--- src/rtl/mc_ctrl_pkg.sv ---
// Shared encodings for the multi-cycle MIPS control unit: states, opcodes and
// the mux-select codes that the ALU control and datapath muxes decode.
package mc_ctrl_pkg;

  typedef enum logic [3:0] {
    S_IDLE      = 4'd0,
    S_FETCH     = 4'd1,
    S_DECODE    = 4'd2,
    S_MEM_ADDR  = 4'd3,
    S_MEM_RD    = 4'd4,
    S_MEM_WB    = 4'd5,
    S_MEM_WR    = 4'd6,
    S_EXEC      = 4'd7,
    S_R_WB      = 4'd8,
    S_ADDI_EXEC = 4'd9,
    S_ADDI_WB   = 4'd10,
    S_BRANCH    = 4'd11,
    S_JUMP      = 4'd12
  } state_t;

  localparam logic [5:0] OP_RTYPE = 6'b000000;
  localparam logic [5:0] OP_LW    = 6'b100011;
  localparam logic [5:0] OP_SW    = 6'b101011;
  localparam logic [5:0] OP_BEQ   = 6'b000100;
  localparam logic [5:0] OP_J     = 6'b000010;
  localparam logic [5:0] OP_ADDI  = 6'b001000;

  typedef enum logic [1:0] {
    ALU_ADD   = 2'b00,
    ALU_SUB   = 2'b01,
    ALU_FUNCT = 2'b10,
    ALU_ADDI  = 2'b11
  } alu_op_t;

  typedef enum logic [1:0] {
    SRCB_RT     = 2'b00,
    SRCB_FOUR   = 2'b01,
    SRCB_IMM    = 2'b10,
    SRCB_IMM_SH = 2'b11
  } src_b_t;

  typedef enum logic [1:0] {
    PC_ALU    = 2'b00,
    PC_ALUOUT = 2'b01,
    PC_JUMP   = 2'b10,
    PC_RSVD   = 2'b11
  } pc_src_t;

  function automatic logic op_legal(input logic [5:0] op);
    return (op == OP_RTYPE) || (op == OP_LW) || (op == OP_SW) ||
           (op == OP_BEQ) || (op == OP_J) || (op == OP_ADDI);
  endfunction

endpackage

--- src/rtl/mc_ctrl_fsm.sv ---
// Multi-cycle control FSM: walks each instruction through fetch/decode/execute/
// memory/writeback and drives every datapath select and write enable.
module mc_ctrl_fsm
  import mc_ctrl_pkg::*;
(
  input  logic       clk_i,
  input  logic       rst_i,
  input  logic [5:0] opcode_i,
  input  logic       mem_ready_i,
  output logic       pc_write_o,
  output logic       pc_write_cond_o,
  output logic       iord_o,
  output logic       mem_read_o,
  output logic       mem_write_o,
  output logic       ir_write_o,
  output logic       mem_to_reg_o,
  output logic       reg_dst_o,
  output logic       reg_write_o,
  output logic       alu_src_a_o,
  output logic [1:0] alu_src_b_o,
  output logic [1:0] alu_op_o,
  output logic [1:0] pc_source_o,
  output logic       illegal_o,
  output logic       busy_o
);

  state_t state, next_state;

  always_ff @(posedge clk_i or posedge rst_i) begin
    if (rst_i) state <= S_IDLE;
    else       state <= next_state;
  end

  always_comb begin
    next_state = S_IDLE;
    case (state)
      S_IDLE:   next_state = S_FETCH;
      S_FETCH:  next_state = mem_ready_i ? S_DECODE : S_FETCH;
      S_DECODE: begin
        case (opcode_i)
          OP_LW, OP_SW: next_state = S_MEM_ADDR;
          OP_RTYPE:     next_state = S_EXEC;
          OP_BEQ:       next_state = S_BRANCH;
          OP_J:         next_state = S_JUMP;
          OP_ADDI:      next_state = S_ADDI_EXEC;
          default:      next_state = S_FETCH;
        endcase
      end
      S_MEM_ADDR:  next_state = (opcode_i == OP_SW) ? S_MEM_WR : S_MEM_RD;
      S_MEM_RD:    next_state = mem_ready_i ? S_MEM_WB : S_MEM_RD;
      S_MEM_WB:    next_state = S_FETCH;
      S_MEM_WR:    next_state = mem_ready_i ? S_FETCH : S_MEM_WR;
      S_EXEC:      next_state = S_R_WB;
      S_R_WB:      next_state = S_FETCH;
      S_ADDI_EXEC: next_state = S_ADDI_WB;
      S_ADDI_WB:   next_state = S_FETCH;
      S_BRANCH:    next_state = S_FETCH;
      S_JUMP:      next_state = S_FETCH;
      default:     next_state = S_IDLE;
    endcase
  end

  // Moore decode except the FETCH strobes and the DECODE illegal flag.
  always_comb begin
    pc_write_o      = 1'b0;
    pc_write_cond_o = 1'b0;
    iord_o          = 1'b0;
    mem_read_o      = 1'b0;
    mem_write_o     = 1'b0;
    ir_write_o      = 1'b0;
    mem_to_reg_o    = 1'b0;
    reg_dst_o       = 1'b0;
    reg_write_o     = 1'b0;
    alu_src_a_o     = 1'b0;
    alu_src_b_o     = SRCB_RT;
    alu_op_o        = ALU_ADD;
    pc_source_o     = PC_ALU;
    illegal_o       = 1'b0;
    busy_o          = (state != S_IDLE);
    case (state)
      S_FETCH: begin
        mem_read_o  = 1'b1;
        alu_src_b_o = SRCB_FOUR;
        ir_write_o  = mem_ready_i;
        pc_write_o  = mem_ready_i;
      end
      S_DECODE: begin
        alu_src_b_o = SRCB_IMM_SH;
        illegal_o   = !op_legal(opcode_i);
      end
      S_MEM_ADDR: begin
        alu_src_a_o = 1'b1;
        alu_src_b_o = SRCB_IMM;
      end
      S_MEM_RD: begin
        mem_read_o = 1'b1;
        iord_o     = 1'b1;
      end
      S_MEM_WB: begin
        reg_write_o  = 1'b1;
        mem_to_reg_o = 1'b1;
      end
      S_MEM_WR: begin
        mem_write_o = 1'b1;
        iord_o      = 1'b1;
      end
      S_EXEC: begin
        alu_src_a_o = 1'b1;
        alu_op_o    = ALU_FUNCT;
      end
      S_R_WB: begin
        reg_write_o = 1'b1;
        reg_dst_o   = 1'b1;
      end
      S_ADDI_EXEC: begin
        alu_src_a_o = 1'b1;
        alu_src_b_o = SRCB_IMM;
        alu_op_o    = ALU_ADDI;
      end
      S_ADDI_WB: reg_write_o = 1'b1;
      S_BRANCH: begin
        alu_src_a_o     = 1'b1;
        alu_op_o        = ALU_SUB;
        pc_write_cond_o = 1'b1;
        pc_source_o     = PC_ALUOUT;
      end
      S_JUMP: begin
        pc_write_o  = 1'b1;
        pc_source_o = PC_JUMP;
      end
      default: ;
    endcase
  end

endmodule

--- config.mk ---
export PLATFORM = sky130hd
export DESIGN_NAME = mc_ctrl_fsm
export DESIGN_NICKNAME = d
export VERILOG_FILES = /design/src/rtl/mc_ctrl_pkg.sv /design/src/rtl/mc_ctrl_fsm.sv
export SDC_FILE = /design/constraint.sdc
export NUM_CORES = 1
export LEC_CHECK = 0
export ABC_CLOCK_PERIOD_IN_PS = 3420
export BUFFER_PORTS_ARGS = -buffer_cell sky130_fd_sc_hd__buf_2
export CAP_MARGIN = 40
export CORE_AREA = 2 2 39 41
export CTS_CLUSTER_DIAMETER = 80
export DETAILED_ROUTE_END_ITERATION = 12
export DIE_AREA = 0 0 41 43
export HOLD_SLACK_MARGIN = 0.1
export PLACE_DENSITY = 0.7
export SETUP_SLACK_MARGIN = 0.3
export SLEW_MARGIN = 20
export SYNTH_ARGS = -nofsm -noshare
export SYNTH_HDL_FRONTEND = slang
export SYNTH_SLANG_ARGS = --single-unit
--- constraint.sdc ---
create_clock -name clk_i -period 3.42 [get_ports clk_i]
set_input_delay 0.684 -clock clk_i [delete_from_list [all_inputs] [get_ports clk_i]]
set_output_delay 0.684 -clock clk_i [all_outputs]
set_load 0.005 [all_outputs]
Word level (Yosys, flattened, before mapping)

Cells that the tools add are included.

Register bits: 4
Latch bits: 0
RAM bits: 0
ROM bits: 0
Input port bits: 9
Logic and storage cells: 54
Memories: 0

$add $sub $neg: 0
$mul: 0
Div/mod/pow operators: 0
Order comparisons: 0
Equality and inequality tests: 17
Shifts and indexed selects: 0
Multiplexer cells: 20
Bitwise operators: 0
Reduce and logical (&&, ||, !) cells: 16

Operators with widths:

| cell                 | count |
|---|---|
| $pmux W4 S8          | 1 |
| $eq A4 B4 Y1 const B | 5 |
| $pmux W4 S5          | 1 |
| $eq A4 B3 Y1 const B | 4 |
| $eq A6 B6 Y1 const B | 2 |
| $pmux W2 S3          | 2 |
| $mux W1              | 11 |
| $eq A4 B2 Y1 const B | 2 |
| $reduce_or A2 Y1     | 4 |
| $eq A6 B2 Y1 const B | 1 |
| $eq A6 B3 Y1 const B | 1 |
| $eq A6 B4 Y1 const B | 1 |
| $logic_not A6 Y1     | 1 |
| $reduce_or A6 Y1     | 1 |
| $logic_or A1 B1 Y1   | 5 |
| $eq A4 B1 Y1 const B | 1 |
| $logic_not A4 Y1     | 1 |
| $mux W2              | 2 |
| $pmux W2 S2          | 1 |
| $reduce_bool A4 Y1   | 1 |
| $reduce_or A4 Y1     | 1 |
| $mux W3              | 1 |
| $reduce_or A3 Y1     | 1 |
| $pmux W1 S2          | 1 |
| $logic_not A1 Y1     | 1 |

Depth between registers and ports, before layout

Gate-level depths: netlist (run 1).

Depth after elaboration: 8
Mapped depth: 4

Least setup slack after synthesis (run 1)

No wires, ideal clock.

Kind: input port to output port
Start point: input port opcode_i[0]
End point: output port illegal_o
Arrival time: 1.317 ns
Path slack: 1.419 ns
Stages: 3
Buffers on the path: 0
Path through: or3_1 nor3_1 nor3b_1

Longest elaborated chain between the ends: 8
Elaborated cells on any way between the ends: 13
Those cells by class: eq/ne: 5; mux: 1; reduce/logical: 7

Ends and longest elaborated chain:

| what                                             | line              | source |
|---|---|---|
| from (decl)                                      | mc_ctrl_fsm.sv:8  | `input logic [5:0] opcode_i,` |
| $eq A6 B6 Y1 or $logic_not A6 Y1 (tied branches) | mc_ctrl_pkg.sv:50 | `return (op == OP_RTYPE) \|\| (op == OP_LW) \|\| (op == OP_SW) \|\|` |
| $logic_or A1 B1 Y1 (3 in a row)                  | mc_ctrl_pkg.sv:50 |  |
| $logic_or A1 B1 Y1                               | mc_ctrl_pkg.sv:51 | `(op == OP_BEQ) \|\| (op == OP_J) \|\| (op == OP_ADDI);` |
| $logic_or A1 B1 Y1 (*)                           | mc_ctrl_pkg.sv:51 |  |
| $logic_not A1 Y1 (*)                             | mc_ctrl_fsm.sv:89 | `illegal_o = !op_legal(opcode_i);` |
| $mux W1 (*)                                      | mc_ctrl_fsm.sv:80 | `case (state)` |
| to (decl)                                        | mc_ctrl_fsm.sv:23 | `output logic illegal_o,` |

Every way passes the cells marked *; elsewhere a longest branch is shown, timed or not.

Worst setup path after layout (run 1)

Start point: register state[0]
End point: output port illegal_o

Longest elaborated chain between the ends: 2

Ends and longest elaborated chain:

| what                   | line              | source |
|---|---|---|
| from (decl)            | mc_ctrl_fsm.sv:27 | `state_t state, next_state;` |
| from (signal assigned) | mc_ctrl_fsm.sv:31 | `else state <= next_state;` |
| $eq A4 B2 Y1           | mc_ctrl_fsm.sv:80 |  |
| $mux W1                | mc_ctrl_fsm.sv:80 |  |

No other way between the ends.

==> results of run 1 <==
[kinds of logic after synthesis]
group           after synthesis  synth area share, %
flops                         4                 19.3
mux                           1                 1.93
xor+xnor                      4                 6.76
buf+inv                       8                 7.97
simple gates                 39                 44.2
compound gates               13                 19.8
[cell usage after synthesis, types with 2 or more instances]
library cell | count | area share (%)
and4b_1 | 2 | 3.9
buf_2 | 3 | 2.9
dfrtp_1 | 4 | 19
nand2_1 | 3 | 2.2
o21ai_0 | 2 | 1.9
nand3_1 | 3 | 2.9
nor3_1 | 7 | 6.8
nor2_1 | 9 | 6.5
xnor2_1 | 3 | 5.1
nand2b_1 | 2 | 2.4
inv_1 | 3 | 2.2
buf_4 | 2 | 2.9
[cells in the final DEF (no fill, tap or decap), drive strengths merged, types with 2 or more instances in the layout]
cell type  count
inv            3
xnor2          3
or2            2
or4b           2
dfrtp          4
o21ai          2
nor2           9
nand3          3
clkbuf         3
nand2          3
and4b          2
nor3           7
buf           26
nand2b         2
[metal layers]
metal | vias to the layer above | GRT usage (%)
li1 | 305 | -
met1 | 263 | 23.5
met2 | 20 | 25.0
met3 | 2 | 3.14
met4 | 0 | 8.00
met5 | - | 0
[where the power goes]
group / total, W / internal, W / switching [W]
combinational: 0.000306 / 0.000161 / 0.000144
clock: 0.0000580 / 0.0000392 / 0.0000188
sequential: 0.000140 / 0.0000667 / 0.0000732
total: 0.000503 / 0.000267 / 0.000236
[how the worst min path moves through the flow]
| stage | end | slack, ns |
|---|---|---|
| 2_1_floorplan | state[0] | 0.45 |
| 4_1_cts | state[1] | 0.32 |
| 5_1_grt | state[1] | 0.33 |
| 3_5_place_dp | state[2] | 0.56 |
| 3_3_place_gp | state[2] | 0.56 |
| 6_report | state[1] | 0.32 |
[critical path, delay by kind of cell, from the launching register on]
kind,cells,cell delay [ns]
flip-flops,1,0.54
AND/OR/NAND/NOR,2,0.83
buffers and inverters,1,0.14
[layout make-up]
type / count / area share, %
inverters: 3 / 1.70
flip-flops and latches: 4 / 15.2
multi-input cells: 57 / 57.0
clock buffers: 3 / 3.41
repair buffers: 26 / 19.7
well taps: 16 / 3.03
[through the flow]
stage,setup WS [ns],total power [W],cell area [sq um],instances
detailed placement,1.15,0.000448,638,106
floorplan,1.42,0.000343,518,69
CTS,0.992,0.000508,661,109
finish,0.997,0.000503,661,109
global route,0.882,0.000564,661,109
global placement,1.18,0.000445,638,106
==> flow_summary.ini, run 1 <==
[clock_tree]
cts_tree = built
hold_buffers = 0
h-tree-depth = 1
cts_resized = 0
cts_root_buf = clkbuf_4
cts.clk_slew.worst_paths_ns = 0.04
clock_path_buffers = 2
cts_inserted_buffers = 3
clock-sinks = 4
clk-insertion-delay-late_ns = 0.23
cts_setup_buffers = 0

[place]
port_buffers = 26
place.gp.congestion = 0.733

[critical_path]
cp_slowest_stage_delay_ns = 0.64
cp.arrival_ns = 1.74
reg2reg_to = state[3]
end_kind = output pin
crit_path_start = state[0]
r2r_slack_ns = 1.85
cp-start-kind = register
rr_worst_depth = 2
slowest_stage = or4b_4
crit_type = register to output pin
crit_path_end = illegal_o
worstPathCellList = or4b_4 -> nor3b_1 -> buf_2
timing.rr.start = state[0]
required_ns = 2.74
path_max_fanout = 15

[synthesis]
async_flop_share_pct = 100
syn_area_sq_um = 518
synth_cells = 69
syn_area_per_cell_sq_um = 7.51
synth_enable_flop_cells = 0
synth_seq_area_share_pct = 19.3
syn_nets = 78
synth_seq_cells = 4
synth.distinct_cells = 38
yosys_warnings = 0
synth_ff_type = dfrtp_1

[sta]
finalSetupViolCount = 0
max_freq_mhz = 413
setup_tns_ns = 0
fin_skew_ns = 0.00107
max_slew_margin_pct = 66.3
rsz0062_at_grt = no
hold-worst-slack_ns = 0.317
worstMarginPinSlew_ns = 0.492
hold_viol = 0
drv_slew = 0
timing.final.crit_share_pct = 70.9
fin_crit_ns = 2.42

[global_routing]
grt_pass1_wl_um = 2120
grt_pass1_vias = 492
grt-ovfl-total = 0
grt_util_all_layers_pct = 17.1
antenna_found_initial = 0
grt_max_degree = 18

[drt]
met2_wirelength_um = 594
wl_per_cell_um = 11.7
routed_wirelength_um = 1280
drt.antenna.violating_nets = 0
vias_per_cell = 5.41
firstDrtPassIters = 4
drc = 0
routed-wl-met3_um = 64
vias = 590
dr.first_iter.drc_count = 9
maxUsedRoutingLayer = met4
wl_met1_um = 608

[floorplan]
std_cell_rows = 14
core_sq_um = 1380
start_util_pct = 37.4
die_height_um = 43
dieArea_sq_um = 1760
io_pins = 27
die_w_um = 41

[power_and_ir_drop]
leakage_nw = 0.325
powerDensity_nw_per_um2 = 762
ir_worst_vdd_v = 0.000287

[finish]
regMostFlops = state
multiInputGateArea_sq_um = 377
postLayoutCoreUtil_pct = 47.7
fillers = 156
nets = 104
area_growth_pct = 27.5
reg_top3 = state x4
antenna_cells = 0
drive_above_1_share_pct = 34.4
regArea_sq_um = 100
largest_reg_flops = 4

[worst_hold_path]
hp-class = input pin to asynchronous set/reset pin

[run_status]
outcome = finished, final reports clean

[flow_run]
drv_cap = 0
Power figures use the tool's default switching activity.
==> run 2: changes to the inputs <==
--- a/config.mk
+++ b/config.mk
@@ -5,7 +5,7 @@
 export SDC_FILE = /design/constraint.sdc
 export NUM_CORES = 1
 export LEC_CHECK = 0
-export ABC_CLOCK_PERIOD_IN_PS = 3420
+export ABC_CLOCK_PERIOD_IN_PS = 2300
 export BUFFER_PORTS_ARGS = -buffer_cell sky130_fd_sc_hd__buf_2
 export CAP_MARGIN = 40
 export CORE_AREA = 2 2 39 41
==> constraint.sdc (replaced) <==
create_clock -name clk_i -period 2.3 [get_ports clk_i]
set_input_delay 0.46 -clock clk_i [delete_from_list [all_inputs] [get_ports clk_i]]
set_output_delay 0.46 -clock clk_i [all_outputs]
set_load 0.005 [all_outputs]
==> run 2 against run 1 <==
Against the previous run:
- count of clock-buffer cells in the layout stayed put
- register-to-register slack lost 1.2 ns
- setup slack got worse by 0.62 ns
- cell count up 7.3%
- combinational power increased by 110%
- sequential power is 12% lower
- via count is 5.1% higher
- critical path depth did not move
- critical path type unchanged
==> flow_summary.ini, run 2 (synthesis gave the netlist of run 1 again) <==
[place]
place_area_sq_um = 661
dp_cells = 109
detailed_place_hpwl_um = 1010
place.gp.congestion = 0.755
port_buffers = 26

[drt]
drc = 0
wl_per_cell_um = 11.8
firstDrtPassIters = 2
drt.antenna.violating_nets = 0
routed_wirelength_um = 1380
vias = 620
dr.first_iter.drc_count = 6
vias_per_cell = 5.30

[critical_path]
required_ns = 1.84
slowest_stage = or4b_4
end_kind = output pin
worstPathCellList = or4b_4 -> nor3b_2 -> buf_2
crit_path_start = state[0]
crit_type = register to output pin
timing.rr.start = state[0]
rr_worst_depth = 5
cp.arrival_ns = 1.47
cp-start-kind = register
cp_slowest_stage_delay_ns = 0.57
path_max_fanout = 4
r2r_slack_ns = 0.66
reg2reg_to = state[2]

[global_routing]
grt_pass1_vias = 511
met2_usage_pct = 25.9
top_usage_layer = met2
antenna_found_initial = 0
grt_max_degree = 17
grt_pass1_wl_um = 2190
globalRouteMet3Util_pct = 6.28
gr-usage-met1_pct = 24.8
grt_util_all_layers_pct = 18.1
grt-ovfl-total = 0

[clock_tree]
cts_tree = built
cts_root_buf = clkbuf_4
cts.clk_slew.worst_paths_ns = 0.04
h-tree-depth = 1
clock-sinks = 4
clk-insertion-delay-late_ns = 0.23
clock_path_buffers = 2
cts_inserted_buffers = 3

[finish]
mostFrequentLayoutCell = buf_2
drive_above_1_share_pct = 41.6
regMostFlops = state
reg_top3 = state x4
nets = 112
antenna_cells = 0
final_cells = 117
area_growth_pct = 42.0
design_area_sq_um = 736
final_cell_mix = buf_2, nor2_1, nor3_1, buf_4
largest_reg_flops = 4

[sta]
fin_crit_ns = 1.93
hold-worst-slack_ns = 0.577
setup_tns_ns = 0
max_slew_margin_pct = 63.0
finalSetupViolCount = 0
drv_slew = 0
rsz0062_at_grt = no
fin_skew_ns = 0.00379
max_freq_mhz = 519
hold_viol = 0
worstMarginPinSlew_ns = 0.542
timing.final.crit_share_pct = 83.8

[power_and_ir_drop]
p_int_w = 0.000472
finalPower_w = 0.000846
pwr-share-comb_pct = 75.2
clkPwrFrac_pct = 10.2
p_seq_share_pct = 14.6
switchingPower_w = 0.000374
swShare_pct = 44.2
powerDensity_nw_per_um2 = 1150
ir_worst_vdd_v = 0.000531
leakage_nw = 0.368

[flow_run]
drv_cap = 0

[floorplan]
start_util_pct = 37.4
die_height_um = 43
die_w_um = 41
dieArea_sq_um = 1760
core_sq_um = 1380
io_pins = 27
std_cell_rows = 14

[worst_hold_path]
min_to = state[1]
hp-class = input pin to register
hp-start = opcode_i[4]
whs_path_depth = 3

[run_status]
outcome = finished, final reports clean
[run 2: critical path: cells and delay by family (launching register included)]
family / cells / cell delay (ns)
AND/OR/NAND/NOR: 2 / 0.73
flip-flops: 1 / 0.37
buffers and inverters: 1 / 0.13
[run 2: through the flow]
| step | setup WS [ns] | util, % |
|---|---|---|
| floorplan | 0.660 | - |
| global placement | 0.471 | 47.7 |
| detailed placement | 0.460 | 47.7 |
| CTS | 0.288 | 51.7 |
| global route | 0.308 | 53.2 |
| finish | 0.372 | 53.2 |
[run 2: worst max-delay path by stage]
stage	depth (start not counted)	to
after floorplan	2	illegal_o
after detailed placement	3	illegal_o
after global placement	3	illegal_o
final	3	illegal_o
after global routing	3	illegal_o
after CTS	3	illegal_o
[run 2: final cells by class]
class	instances	area [sq um]
Multi-Input combinational cell	57	388
Tap cell	16	20.0
Inverter	3	11.3
Clock buffer	3	22.5
Sequential cell	4	101
Timing Repair Buffer	34	193
Fill cell	151	648
[run 2: repair_timing]
item / CTS / global route
setup buffers: 2 / 2
setup endpoints to repair: 3 / 2
hold buffers: 1 / 0
endpoints found under the hold margin: 4 / 0
pin swaps: 0 / 0
resized for setup: 2 / 1
[run 2: power by group through the flow]
stage                     Sequential (W)  Combinational, W  Clock [W]
after floorplan                 0.000124          0.000386          0
after global placement          0.000146          0.000542          0
after detailed placement        0.000148          0.000549          0
after CTS                       0.000140          0.000593  0.0000893
after global routing            0.000126          0.000718  0.0000969
final                           0.000123          0.000636  0.0000864
[run 2: per-layer routing]
layer  wire length, um  vias to the layer above  share of wire, %
met5                 0                        -                 0
met4                 0                        0                 0
met3                76                        0               5.5
met2               672                       19                49
met1               630                      279                46
li1                  -                      322                 -
==> run 3: changes to the inputs <==
--- a/config.mk
+++ b/config.mk
@@ -5,7 +5,7 @@
 export SDC_FILE = /design/constraint.sdc
 export NUM_CORES = 1
 export LEC_CHECK = 0
-export ABC_CLOCK_PERIOD_IN_PS = 2300
+export ABC_CLOCK_PERIOD_IN_PS = 1830
 export BUFFER_PORTS_ARGS = -buffer_cell sky130_fd_sc_hd__buf_2
 export CAP_MARGIN = 40
 export CORE_AREA = 2 2 39 41
==> constraint.sdc (replaced) <==
create_clock -name clk_i -period 1.83 [get_ports clk_i]
set_input_delay 0.366 -clock clk_i [delete_from_list [all_inputs] [get_ports clk_i]]
set_output_delay 0.366 -clock clk_i [all_outputs]
set_load 0.005 [all_outputs]
==> run 3 against run 2 <==
Against the previous run:
- register-to-register slack got worse by 0.46 ns
- power grew 110%
- routed wire length grew 46%
- via count rose by 18%
- sequential power rose by 27%
- first-iteration DRC count up 100%
- setup slack got worse by 0.36 ns
- cell count rose by 15%
- count of clock-buffer cells in the layout stayed put
- worst hold slack worse by 0.085 ns
- largest cell class unchanged
- combinational power rose by 140%
==> flow_summary.ini, run 3 (synthesis gave the netlist of run 1 again) <==
[run_status]
outcome = finished, final reports clean

[drt]
vias = 733
drc = 0
dr.first_iter.drc_count = 12
routed_wirelength_um = 2010
vias_per_cell = 5.43
wl_per_cell_um = 14.9
drt.antenna.violating_nets = 0
firstDrtPassIters = 4

[clock_tree]
h-tree-depth = 1
cts.clk_slew.worst_paths_ns = 0.04
cts_inserted_buffers = 3
cts_tree = built
clk-insertion-delay-late_ns = 0.23
clock-sinks = 4
cts_root_buf = clkbuf_4
clock_path_buffers = 2

[power_and_ir_drop]
finalPower_w = 0.00178
ir_worst_vdd_v = 0.000808
powerDensity_nw_per_um2 = 1690
leakage_nw = 0.507

[finish]
area_growth_pct = 103
reg_top3 = state x4
nets = 130
regMostFlops = state
drive_above_1_share_pct = 63.9
largest_reg_flops = 4
antenna_cells = 0
final_cell_mix = buf_2, buf_6, buf_4, nor2_1
mostFrequentLayoutCell = buf_2

[critical_path]
cp_slowest_stage_delay_ns = 0.56
required_ns = 1.46
cp-start-kind = register
path_delay_family = simple AND/OR/NAND/NOR gates
slowest_stage = or4b_4
worstPathCellList = or4b_4 -> nor3b_2 -> buf_2
end_kind = output pin
crit_type = register to output pin
path_max_fanout = 2
path_buf_inv = 1
cp.arrival_ns = 1.45

[sta]
max_slew_margin_pct = 80.2
rsz0062_at_grt = yes
fin_skew_ns = 0.00569
fin_crit_ns = 1.82
max_freq_mhz = 551
worstMarginPinSlew_ns = 0.297
finalSetupViolCount = 0
hold_viol = 0
drv_slew = 0
timing.final.crit_share_pct = 99.3
setup_tns_ns = 0

[place]
detailed_place_hpwl_um = 1000
place.gp.congestion = 0.819
port_buffers = 26

[floorplan]
core_sq_um = 1380
io_pins = 27
start_util_pct = 37.4
die_height_um = 43
std_cell_rows = 14
die_w_um = 41
dieArea_sq_um = 1760

[global_routing]
grt_util_all_layers_pct = 23.2
grt_pass1_vias = 657
antenna_found_initial = 0
grt_pass1_wl_um = 2820
grt-ovfl-total = 0
grt_max_degree = 14

[worst_hold_path]
hp-class = input pin to register

[flow_run]
drv_cap = 0
==> run 3: cell count changes in the layout (fill, tap and decap cells not counted), moves of 2 or more <==
| cell | change |
|---|---|
| buf_6 | +15 |
| buf_4 | +3 |
| nor2_1 | -3 |
| nor3_1 | -3 |
| inv_1 | -2 |
| nand2b_1 | -2 |
| nand2b_4 | +2 |
| nor2_4 | +2 |
| nor3_4 | +2 |
==> run 3: final cells by class <==
type	instances	area, sq um
Clock buffer	3	22.5
Fill cell	98	332
Inverter	3	22.5
Multi-Input combinational cell	57	493
Sequential cell	4	100
Tap cell	16	20.0
Timing Repair Buffer	52	394
==> run 3: worst register-to-register path, stage by stage, from the launching register on <==
cell and delay (ns):
dfrtp_1 0.38, buf_6 0.12, buf_8 0.13, buf_6 0.12, or4b_4 0.51, o32a_1 0.18, o211ai_1 0.09
==> run 3: worst paths after layout <==
kind | from | end | slack (ns) | depth (start not counted)
worst max-delay path | state[2] | illegal_o | 0.01 | 3
worst min-delay path | opcode_i[4] | state[1] | 0.49 | 3
worst max register to register | state[0] | state[1] | 0.20 | 6
worst min register to register | state[3] | state[2] | 0.73 | 2
max in group asynchronous | rst_i | state[0] | 1.12 | 3
min in group asynchronous | rst_i | state[1] | 0.57 | 3
==> run 3: timing repair <==
item,CTS,global route
pin swaps,6,11
hold endpoints to repair,4,0
setup buffers,17,3
gates resized for setup,26,20
setup endpoints to repair,18,21
cloned,1,0
hold buffers,1,0
==> run 3: report_power, final <==
group | total [W] | switching, W | internal (W)
logic | 0.00151 | 0.000682 | 0.000831
registers | 0.000156 | 0.0000292 | 0.000127
clock network | 0.000107 | 0.0000336 | 0.0000732
==> run 3: metrics by stage <==
step | utilization [%] | instances | setup WS (ns) | hold WS [ns] | instance area [sq um]
4_1_cts | 68.4 | 132 | 0.0239 | 0.490 | 946
3_5_place_dp | 48.6 | 110 | 0.167 | 0.246 | 673
6_report | 76.0 | 135 | 0.0136 | 0.493 | 1050
5_1_grt | 76.0 | 135 | -0.0325 | 0.519 | 1050
3_3_place_gp | 48.6 | 110 | 0.182 | 0.243 | 673
2_1_floorplan | - | 69 | 0.325 | 0.132 | 523
==> run 3: routing by layer <==
layer  part of all wire, %  vias up  wire (um)  track usage (%)
met2                    52       24       1050             38.1
met1                    45      354        905             30.2
li1                      -      355          -                -
met4                     0        0          0             6.00
met3                   2.7        0         55             3.14
met5                     0        -          0                0
